==> src/rtl/regfile_wb_arbiter.sv <==
// Two-requester arbiter for the register file's single write port.
// Writes to x0 are acknowledged immediately and never reach the port.
module regfile_wb_arbiter #(
  parameter int N          = 32,
  parameter int FIXED_PRIO = 0,
  parameter int CNT_W      = 16
) (
  input  logic             clk,
  input  logic             rst,
  input  logic             req0_valid,
  input  logic [4:0]       req0_addr,
  input  logic [N-1:0]     req0_data,
  output logic             req0_ready,
  input  logic             req1_valid,
  input  logic [4:0]       req1_addr,
  input  logic [N-1:0]     req1_data,
  output logic             req1_ready,
  output logic             w_en,
  output logic [4:0]       w_addr,
  output logic [N-1:0]     w_data,
  output logic [CNT_W-1:0] conflict_cnt
);

  // Handshake: a request transfers in any cycle where valid and ready are both
  // high. ready is combinational and depends on valid/addr of both requesters;
  // an unaccepted requester holds valid, addr and data until it sees ready.

  logic             real0, real1, null0, null1;
  logic             both_real;
  logic             grant0, grant1;
  logic             last_grant_q, last_grant_d;
  logic             w_en_q, w_en_d;
  logic [4:0]       w_addr_q, w_addr_d;
  logic [N-1:0]     w_data_q, w_data_d;
  logic [CNT_W-1:0] cnt_q, cnt_d;

  assign real0     = req0_valid && (req0_addr != 5'd0);
  assign real1     = req1_valid && (req1_addr != 5'd0);
  assign null0     = req0_valid && (req0_addr == 5'd0);
  assign null1     = req1_valid && (req1_addr == 5'd0);
  assign both_real = real0 && real1;

  // Under contention requester 0 wins if priority is fixed or requester 1 went last.
  assign grant0 = real0 && (!real1 || (FIXED_PRIO != 0) || last_grant_q);
  assign grant1 = real1 && !grant0;

  assign req0_ready = !rst && (grant0 || null0);
  assign req1_ready = !rst && (grant1 || null1);

  always_comb begin
    last_grant_d = last_grant_q;
    w_en_d       = grant0 || grant1;
    w_addr_d     = w_addr_q;
    w_data_d     = w_data_q;
    cnt_d        = cnt_q;
    if (grant0) begin
      last_grant_d = 1'b0;
      w_addr_d     = req0_addr;
      w_data_d     = req0_data;
    end else if (grant1) begin
      last_grant_d = 1'b1;
      w_addr_d     = req1_addr;
      w_data_d     = req1_data;
    end
    if (both_real && (cnt_q != {CNT_W{1'b1}})) begin
      cnt_d = cnt_q + 1'b1;
    end
  end

  always_ff @(posedge clk) begin
    if (rst) begin
      last_grant_q <= 1'b1;
      w_en_q       <= 1'b0;
      w_addr_q     <= 5'd0;
      w_data_q     <= '0;
      cnt_q        <= '0;
    end else begin
      last_grant_q <= last_grant_d;
      w_en_q       <= w_en_d;
      w_addr_q     <= w_addr_d;
      w_data_q     <= w_data_d;
      cnt_q        <= cnt_d;
    end
  end

  assign w_en         = w_en_q;
  assign w_addr       = w_addr_q;
  assign w_data       = w_data_q;
  assign conflict_cnt = cnt_q;

endmodule

==> config.mk <==
export PLATFORM = sky130hd
export DESIGN_NAME = regfile_wb_arbiter
export DESIGN_NICKNAME = d
export VERILOG_FILES = /design/src/rtl/regfile_wb_arbiter.sv
export SDC_FILE = /design/constraint.sdc
export NUM_CORES = 1
export LEC_CHECK = 0
export ABC_AREA = 1
export CAP_MARGIN = 20
export CORE_MARGIN = 2
export CORE_UTILIZATION = 39
export CTS_BUF_LIST = sky130_fd_sc_hd__clkbuf_16
export CTS_CLUSTER_SIZE = 25
export DETAILED_ROUTE_END_ITERATION = 8
export PLACE_DENSITY = 0.81
export SYNTH_ARGS = -nofsm -noshare
export SYNTH_HDL_FRONTEND = slang
export SYNTH_SLANG_ARGS = --single-unit
==> constraint.sdc <==
create_clock -name clk -period 1.6 [get_ports clk]
set_clock_uncertainty 0.15 [all_clocks]
set_input_delay 0.24 -clock clk [delete_from_list [all_inputs] [get_ports clk]]
set_output_delay 0.24 -clock clk [all_outputs]
set_load 0.02 [all_outputs]
==> results of run 1 <==
routing by layer:
metal | vias to the layer above | share of wire (%)
li1 | 1941 | -
met5 | - | 0
met3 | 28 | 8.4
met1 | 1849 | 39
met4 | 0 | 2.6
met2 | 203 | 50
through the flow:
step | hold slack (ns) | cells
2_1_floorplan | 0.159 | 509
3_3_place_gp | 0.322 | 745
3_5_place_dp | 0.326 | 745
4_1_cts | 0.221 | 769
5_1_grt | 0.152 | 773
6_report | 0.146 | 773
power groups by stage:
stage / Sequential, mW / Combinational (mW) / Clock (mW)
floorplan: 1.65 / 0.333 / 0
finish: 1.51 / 1.05 / 1.39
detailed placement: 1.55 / 0.922 / 0
global placement: 1.54 / 0.906 / 0
CTS: 1.51 / 1.02 / 1.40
global route: 1.52 / 1.12 / 1.46
Yosys cell counts:
library cell,instances
clkinv_2,1
xor2_1,1
nor2_2,5
nand4_1,42
buf_6,2
inv_2,4
clkinv_1,1
buf_1,2
inv_1,87
ha_1,1
a21oi_2,10
a21oi_1,3
nand3_2,1
o211ai_1,1
nand2_1,120
xnor2_1,2
nand3_1,91
nand3b_1,3
dfxtp_1,55
a31oi_1,1
clkbuf_1,5
nand2_2,17
nor2_1,24
buf_2,16
o21ai_0,4
nor2_4,2
nand2_4,2
buf_12,1
buf_4,5
logic make-up (layout without fill, tap and decap cells):
group                    after synthesis  in the layout  synth area share (%)
AND/OR/NAND/NOR                      307            307                  44.8
buffers and inverters                124            283                  16.3
flip-flops                            55             55                  33.5
AO/OA/AOI/OAI                         19             19                  4.15
XOR/XNOR                               3              3                 0.800
adder cells (fa/ha/maj)                1              1                 0.381
critical path, delay by kind of cell:
kind	cells	cell delay (ns)
simple gates	3	0.46
compound gates	1	0.21
buf+inv	3	0.33
state kept, by name (all words and copies together) (netlist names):
register and flops:
w_en 1, w_data 32, last_grant_q 1, w_addr 5, conflict_cnt 16
path summary, 6_finish.rpt:
kind              startpoint         endpoint  slack, ns
max             req1_addr[2]       req0_ready      -0.03
min             req1_addr[3]        w_addr[3]       0.15
max reg2reg  conflict_cnt[6]  conflict_cnt[9]       0.04
min reg2reg       w_data[13]       w_data[13]       0.33
layout make-up:
cell class / instances / area, µm² / share of cell area (%)
clock buffer: 5 / 125 / 2.29
clock inverter: 3 / 63.8 / 1.17
inverter: 93 / 358 / 6.56
multi-input combinational: 330 / 1790 / 32.9
sequential: 55 / 1110 / 20.4
tap: 105 / 131 / 2.41
timing repair buffer: 182 / 1870 / 34.3
timing repair:
item                                    CTS  global route
buffers inserted                          8             5
pin swaps                                 9            13
resized for setup                       112            36
endpoints found under the setup margin  111            38
cloned                                    8             0
hold buffers                              0             0
==> impl_metrics.toml, run 1 <==
[route]
wl_per_cell_um = 15.2
postRouteAntennaNets = 0
totalWireLength_um = 11800
vias_per_cell = 5.20
drc = 0
first_iter_violations = 210
vias = 4021
dr.pass1.iters = 5

[logic_synthesis]
post_synth_inst_count = 509
synth_cell_types = 29
ys_warn_count = 0
synth_nets = 588
synth_area_leaders = "dfxtp_1, nand3_1, nand2_1"
yosysTopAreaCellShare_pct = 33.5
synthesis.area_um2 = 3290
ys_ff_latch = 55
ys_seq_area_share_pct = 33.5
synth_area_per_cell_um2 = 6.46
synth_area_leader_cell = "dfxtp_1"

[sta]
slew_violations = 0
finalHoldViolCount = 0
slew_headroom_pct = 81.4
tns_ns = -0.0480
setup_viol = 2
period_share_pct = 102
clock.fmax_mhz = 612
tightest_slew_ns = 0.280
finalCriticalPeriod_ns = 1.63
setup_slack_ns = -0.0334

[min_path]
hold_path.class = "input port to register"
hold_depth = 5

[clocking]
cts_buffer_depth = 2
numCtsBuffers = 5
tritoncts = "yes"
path_clk_slew_ns = 0.08
cts_root_buffer = "clkbuf_16"
insertion_delay_ns = 0.29
h-tree-depth = 2
cts.sink_count = 55

[critical_path]
cp_slowest_cell = "nor2_2"
end_kind = "output pin"
max_stage_delay_ns = 0.22
cp_cell_sequence = "clkbuf_2 > nor2_2 > nand3_4 > nand2_4 > inv_4 > a31oi_1 > buf_4"
cp.arrival_ns = 1.24
crit_type = "input port to output pin"
path_max_fanout = 3
reg2reg_depth = 9
required_ns = 1.21
crit_path_start_kind = "input port"

[status]
violations = "negative setup slack"
status = "complete, but fails checks"

[die]
die_area_um2 = 9180
io_pins = 134
coreArea_um2 = 8180
row_count = 33
initial_core_util_pct = 40.2
die_x_um = 95.8
die_h_um = 95.8

[layout]
diodes = 0
area.growth.synth_to_final_pct = 65.9
final_core_util_pct = 66.7
final_cell_mix = "nand2_1, nand3_1, inv_1, clkdlybuf4s50_1, dlygate4sd2_1"
final_area_um2 = 5450
fill_cells = 670
final_net_count = 746
drive_gt1_share_pct = 19.3
final_common_cell = "nand2_1"

[global_route]
grt_pass1_wl_um = 17600
grt_pass1_vias = 3728
grt_usage_pct = 24.5
grt_max_degree = 40
grt.busiest_layer = "met2"
grt_overflow_total = 0
use_met1_pct = 29.3
gr-usage-met2_pct = 42.6
antenna_found_initial = 0
grt.met3_usage_pct = 5.87

[pwr]
p_per_area_nw_per_um2 = 725
clkPwrFrac_pct = 35.3
p_int_mw = 2.86
switchingPower_mw = 1.09
power_mw = 3.95
power.static_leakage_nw = 2.79
pwr-share-seq_pct = 38.3
ir_drop_v = 0.000451
power.share.switching_pct = 27.5
combPwrFrac_pct = 26.5

[place]
port_buffers = 133
place_area_um2 = 4830
dpl.hpwl_um = 7140
place.gp.congestion = 0.867
dpl_worst_slack_ns = -0.694

[run]
maxCapViolCount = 0
Power figures use the tool's default switching activity.
==> run 2: changes to the inputs <==
SLEW_MARGIN = 20   (was not set)
==> results of run 2 <==
Final layout, timing and power as in run 1 (identical DEF).
==> run 3: changes to the inputs <==
CTS_CLUSTER_SIZE = not set   (was 25)
GPL_ROUTABILITY_DRIVEN = 0   (was not set)
SLEW_MARGIN = not set   (was 20)
==> results of run 3 <==
Final layout, timing and power as in run 1 (identical DEF).
==> variant 1, RTL diff (settings of run 2) <==
Set the parameter `CNT_W` to 12 (it was 16).
--- a/src/rtl/regfile_wb_arbiter.sv
+++ b/src/rtl/regfile_wb_arbiter.sv
@@ -3,7 +3,7 @@
 module regfile_wb_arbiter #(
   parameter int N          = 32,
   parameter int FIXED_PRIO = 0,
-  parameter int CNT_W      = 16
+  parameter int CNT_W      = 12
 ) (
   input  logic             clk,
   input  logic             rst,
Interface: changed (resized conflict_cnt); port bits go from 134 to 130. No check against the original RTL was run, so the function may have changed too.
==> variant 1 against run 2 <==
Synthesized area down 12%; power shrank 16%; worst setup slack better by 60 ps; sequential cell count fell by 4; maximum frequency is 3.8% higher; global-route usage shrank 1.6 points; sequential power shrank 7%; routed wire length decreased by 15%; combinational power decreased by 17%; cell area fell by 15%; largest cell class is now multi-input gates; highest routed layer unchanged.
==> variant 1: results (changes against run 2) <==
Power
  • Maximum VDD drop: 0.000428 V (-5.2%)
  • P per Cell Area: 721 nW/um^2 (-0.56%)
  • Share of total power in the clock network: 31.6% (-3.7 points)
  • Cell-internal power: 0.00235 W (-18%)

Placed design
  • Dpl hpwl: 6760 um (-5.3%)
  • IO Port Bufs: 129 (-3.0%)
  • Placed Cells: 630 (-15%)
  • Pre-CTS setup slack: -752 ps (-58.1 ps)
  • Post-DP Area: 4440 um^2 (-8.1%)

Cells and area
  • FF/Latch Area: 1030 um^2 (-7.8%)
  • Layout Nets: 623 (-16%)
  • Non-clock buffer share of cell area: 33.6% (-0.69 points)
  • Clock network area share: 3.13% (-0.33 points)
  • Nonclk buf count: 171 (-6.0%)
  • Post-Layout Inst Area: 4630 um^2 (-15%)
  • Fin cells: 645 (-17%)
  • Multi-input logic portion of the cell area: 36.6% (+3.8 points)

Synthesis
  • FF+latch count, synth: 51 (-7.3%)
  • Seq/Total Area, Yosys: 35.2% (+1.7 points)
  • Synth Area in XOR/XNOR: 0.906% (+0.11 points)
  • Top FF cell, synth: dfxtp_1
  • Synth Area in Compound Gates: 13.4% (+9.3 points)
  • Synthesized netlist cell count: 400 (-21%)
  • Yosys cell types: 26 (-10%)

Setup path
  • Max FO, Critical Path: 4 (+1)
  • Cell family with most CP delay: buffers and inverters
  • CP max stage cell: dlygate4sd2_1

Global route
  • First-pass GRT wire length: 15400 um (-12%)
  • All-layer global routing usage: 22.9% (-1.6 points)
  • Vias in the first global route: 3346 (-10%)
  • Largest net degree at the start of global routing: 54 (+35%)
  • Initial antenna violation count: 1 (+1)

Outcome
  • Status: completed

Routing
  • Drt total wl: 9980 um (-15%)
  • Avg Vias per Cell: 5.37 (+3.2%)

STA
  • Worst-Margin Slew: 408 ps (+128 ps)

Clocking
  • Postcts setup bufs: 4 (-4)
==> variant 1: cell count changes after synthesis, sizes merged, moves of 3 or more <==
cell / change
dfxtp: -4
a21oi: +28
nor2: -17
nand2: -51
nand3: -57
inv: -70
buf: +3
o21ai: +26
nand3b: +37
==> variant 1: path summary, 6_finish.rpt <==
path,start,slack [ps],end,cells after the start
worst min-delay path,req1_addr[2],110,w_addr[2],3
worst min register to register,w_data[4],330,w_data[4],2
worst max register to register,conflict_cnt[4],110,conflict_cnt[7],7
worst max-delay path,req0_addr[4],30,req1_ready,9
==> variant 1: layer usage <==
layer	vias up	track usage (%)	wire, um	part of all wire [%]
li1	1672	-	-	-
met1	1621	26.8	3980	40
met2	145	40.4	5010	50
met3	25	4.17	631	6.3
met4	0	10.6	356	3.6
met5	-	0	0	0
==> variant 1: tightest hold or removal path: stages <==
cell      delay (ps)
clkbuf_2         100
a21oi_1           50
o21ai_1          120
==> variant 2, RTL diff (flow settings as in run 2) <==
Without the edit above. `w_addr_q` and `w_data_q` no longer have a reset.
--- a/src/rtl/regfile_wb_arbiter.sv
+++ b/src/rtl/regfile_wb_arbiter.sv
@@ -71,16 +71,17 @@
     if (rst) begin
       last_grant_q <= 1'b1;
       w_en_q       <= 1'b0;
-      w_addr_q     <= 5'd0;
-      w_data_q     <= '0;
       cnt_q        <= '0;
     end else begin
       last_grant_q <= last_grant_d;
       w_en_q       <= w_en_d;
-      w_addr_q     <= w_addr_d;
-      w_data_q     <= w_data_d;
       cnt_q        <= cnt_d;
     end
+  end
+
+  always_ff @(posedge clk) begin
+    w_addr_q <= w_addr_d;
+    w_data_q <= w_data_d;
   end
 
   assign w_en         = w_en_q;
Behaviour: not the same (Yosys sat finds a counterexample within 4 cycles, from zero or initial values and one cycle with rst high).
==> variant 2 against run 2 <==
Cell area fell by 16%; power shrank 11%; routed wire length shrank 31%; worst setup slack improved by 86 ps; non-clock buffer count shrank 23; count of clock-buffer cells in the layout did not move; final cell count fell by 23%; sequential cell count is the same; synthesized area fell by 16%; synthesized cell count decreased by 33%; via count shrank 31%; combinational power down 27%; critical endpoint is now req1_ready; largest cell class is now sequential cells; largest power group unchanged; highest routed layer unchanged.
==> variant 2: results (changes against run 2) <==
Outcome
  • Status: completed

Global route
  • All-layer global routing usage: 19.1% (-5.4 points)
  • Vias in the first global route: 2507 (-33%)
  • Largest net degree at the start of global routing: 39 (-2.5%)
  • First-pass GRT wire length: 11600 um (-34%)

Synthesis
  • Synth Net Count: 422 (-28%)
  • Synth Area in XOR/XNOR: 0.949% (+0.15 points)
  • Top cells by count, synth: nand2_1, edfxtp_1, nor2_1
  • EDFF count, synth: 37 (+37)
  • Seq/Total Area, Yosys: 53.2% (+20 points)
  • Yosys cell types: 24 (-17%)
  • Synthesized netlist cell count: 343 (-33%)
  • Top FF cell, synth: edfxtp_1
  • Synth top area cells: edfxtp_1, nand2_1, dfxtp_1, nor2_1, inv_1
  • Synth Area in Compound Gates: 3.25% (-0.89 points)
  • Fraction of the mapped netlist area in adder cells: 0.452% (+0.071 points)

Setup path
  • Max FO, Critical Path: 2 (-1)
  • R2R depth: 9 (unchanged)
  • R2R Path End: conflict_cnt[15]
  • Reg-to-reg slack, setup: 60 ps (+20 ps)

Placed design
  • Post-DP Area: 4350 um^2 (-10%)
  • Placer Congestion: 0.833 (-3.9%)
  • Dpl hpwl: 6010 um (-16%)
  • Placed Cells: 586 (-21%)

Worst hold path
  • Hold EP: w_addr[0]
  • Hold depth: 3 (-2)
  • Hold path startpoint: req0_addr[0]

STA
  • Worst-Margin Slew: 366 ps (+86.7 ps)

Power
  • Net Sw Frac: 26.2% (-1.4 points)
  • Maximum VDD drop: 0.000487 V (+8.0%)
  • Pleak: 2.11 nW (-25%)

Routing
  • Initial DRC count: 93 (-56%)
  • Detailed Routing Iterations Pass 1: 4 (-1)
  • Drt total wl: 8140 um (-31%)
  • Per-cell routed wire length: 13.6 um (-11%)
  • Avg Vias per Cell: 4.65 (-11%)

Cells and area
  • Layout Nets: 580 (-22%)
  • Ratio of cells with drive above 1 in the final layout: 20.5% (+1.2 points)
  • Fillers: 583 (-13%)
## variant 2: worst max-delay path: stages, from the launching register on
cell and delay (ps):
dfxtp_2 340, nor2_4 110, inv_2 50, nand2_4 80
inv_4 30, nand2_1 50, nand2_1 50, inv_1 60
buf_6 110
## variant 2: repair_timing
item / in CTS / in global routing
gates resized for setup: 94 / 52
setup buffers: 2 / 1
setup endpoints to repair: 132 / 38
pin swaps: 11 / 18
gates cloned: 0 / 2
## variant 2: metrics by stage
| step | hold WS (ps) | worst slack [ps] |
|---|---|---|
| after floorplan | 178 | 12.8 |
| after global placement | 329 | -688 |
| after detailed placement | 330 | -777 |
| after CTS | 124 | -22.7 |
| after global routing | 140 | -29.6 |
| final | 110 | 52.7 |
## variant 2: kinds of logic after synthesis
logic type	Yosys count
xor gates and xnor gates	3
DFF	55
AOI/OAI and AO/OA	18
and+or+nand+nor	228
adders and majority gates	1
buffers and inverters	38
## variant 2: worst max-delay path by stage
stage	startpoint	end	slack [ps]	depth (start not counted)
after global routing	conflict_cnt[0]	conflict_cnt[11]	-30	9
after floorplan	conflict_cnt[0]	conflict_cnt[2]	10	9
after detailed placement	req1_addr[2]	req1_ready	-780	12
after global placement	req1_addr[2]	req1_ready	-690	12
after CTS	req1_addr[2]	req1_ready	-20	12
final	last_grant_q	req1_ready	50	8
## variant 2: layer usage
layer  vias to the layer above  GRT usage [%]  part of all wire [%]
li1                       1410              -                     -
met1                      1262           21.5                    39
met2                       102           37.0                    52
met3                         9           3.73                   7.7
met4                         0           4.13                   1.4
met5                         -              0                     0
## variant 2: layout make-up
cell class | instances | share of cell area, %
Clock inverter | 3 | 0.436
Sequential cell | 55 | 32.6
Timing Repair Buffer | 159 | 31.9
Multi-Input combinational cell | 252 | 27.3
Clock buffer | 5 | 2.72
Inverter | 28 | 2.40
Tap cell | 96 | 2.62
## variant 2: power groups by stage
stage | combinational [W] | sequential, W | clock, W
detailed placement | 0.000824 | 0.00171 | 0
global route | 0.000826 | 0.00168 | 0.00115
floorplan | 0.000199 | 0.00185 | 0
finish | 0.000767 | 0.00167 | 0.00106
CTS | 0.000760 | 0.00168 | 0.00109
global placement | 0.000806 | 0.00171 | 0
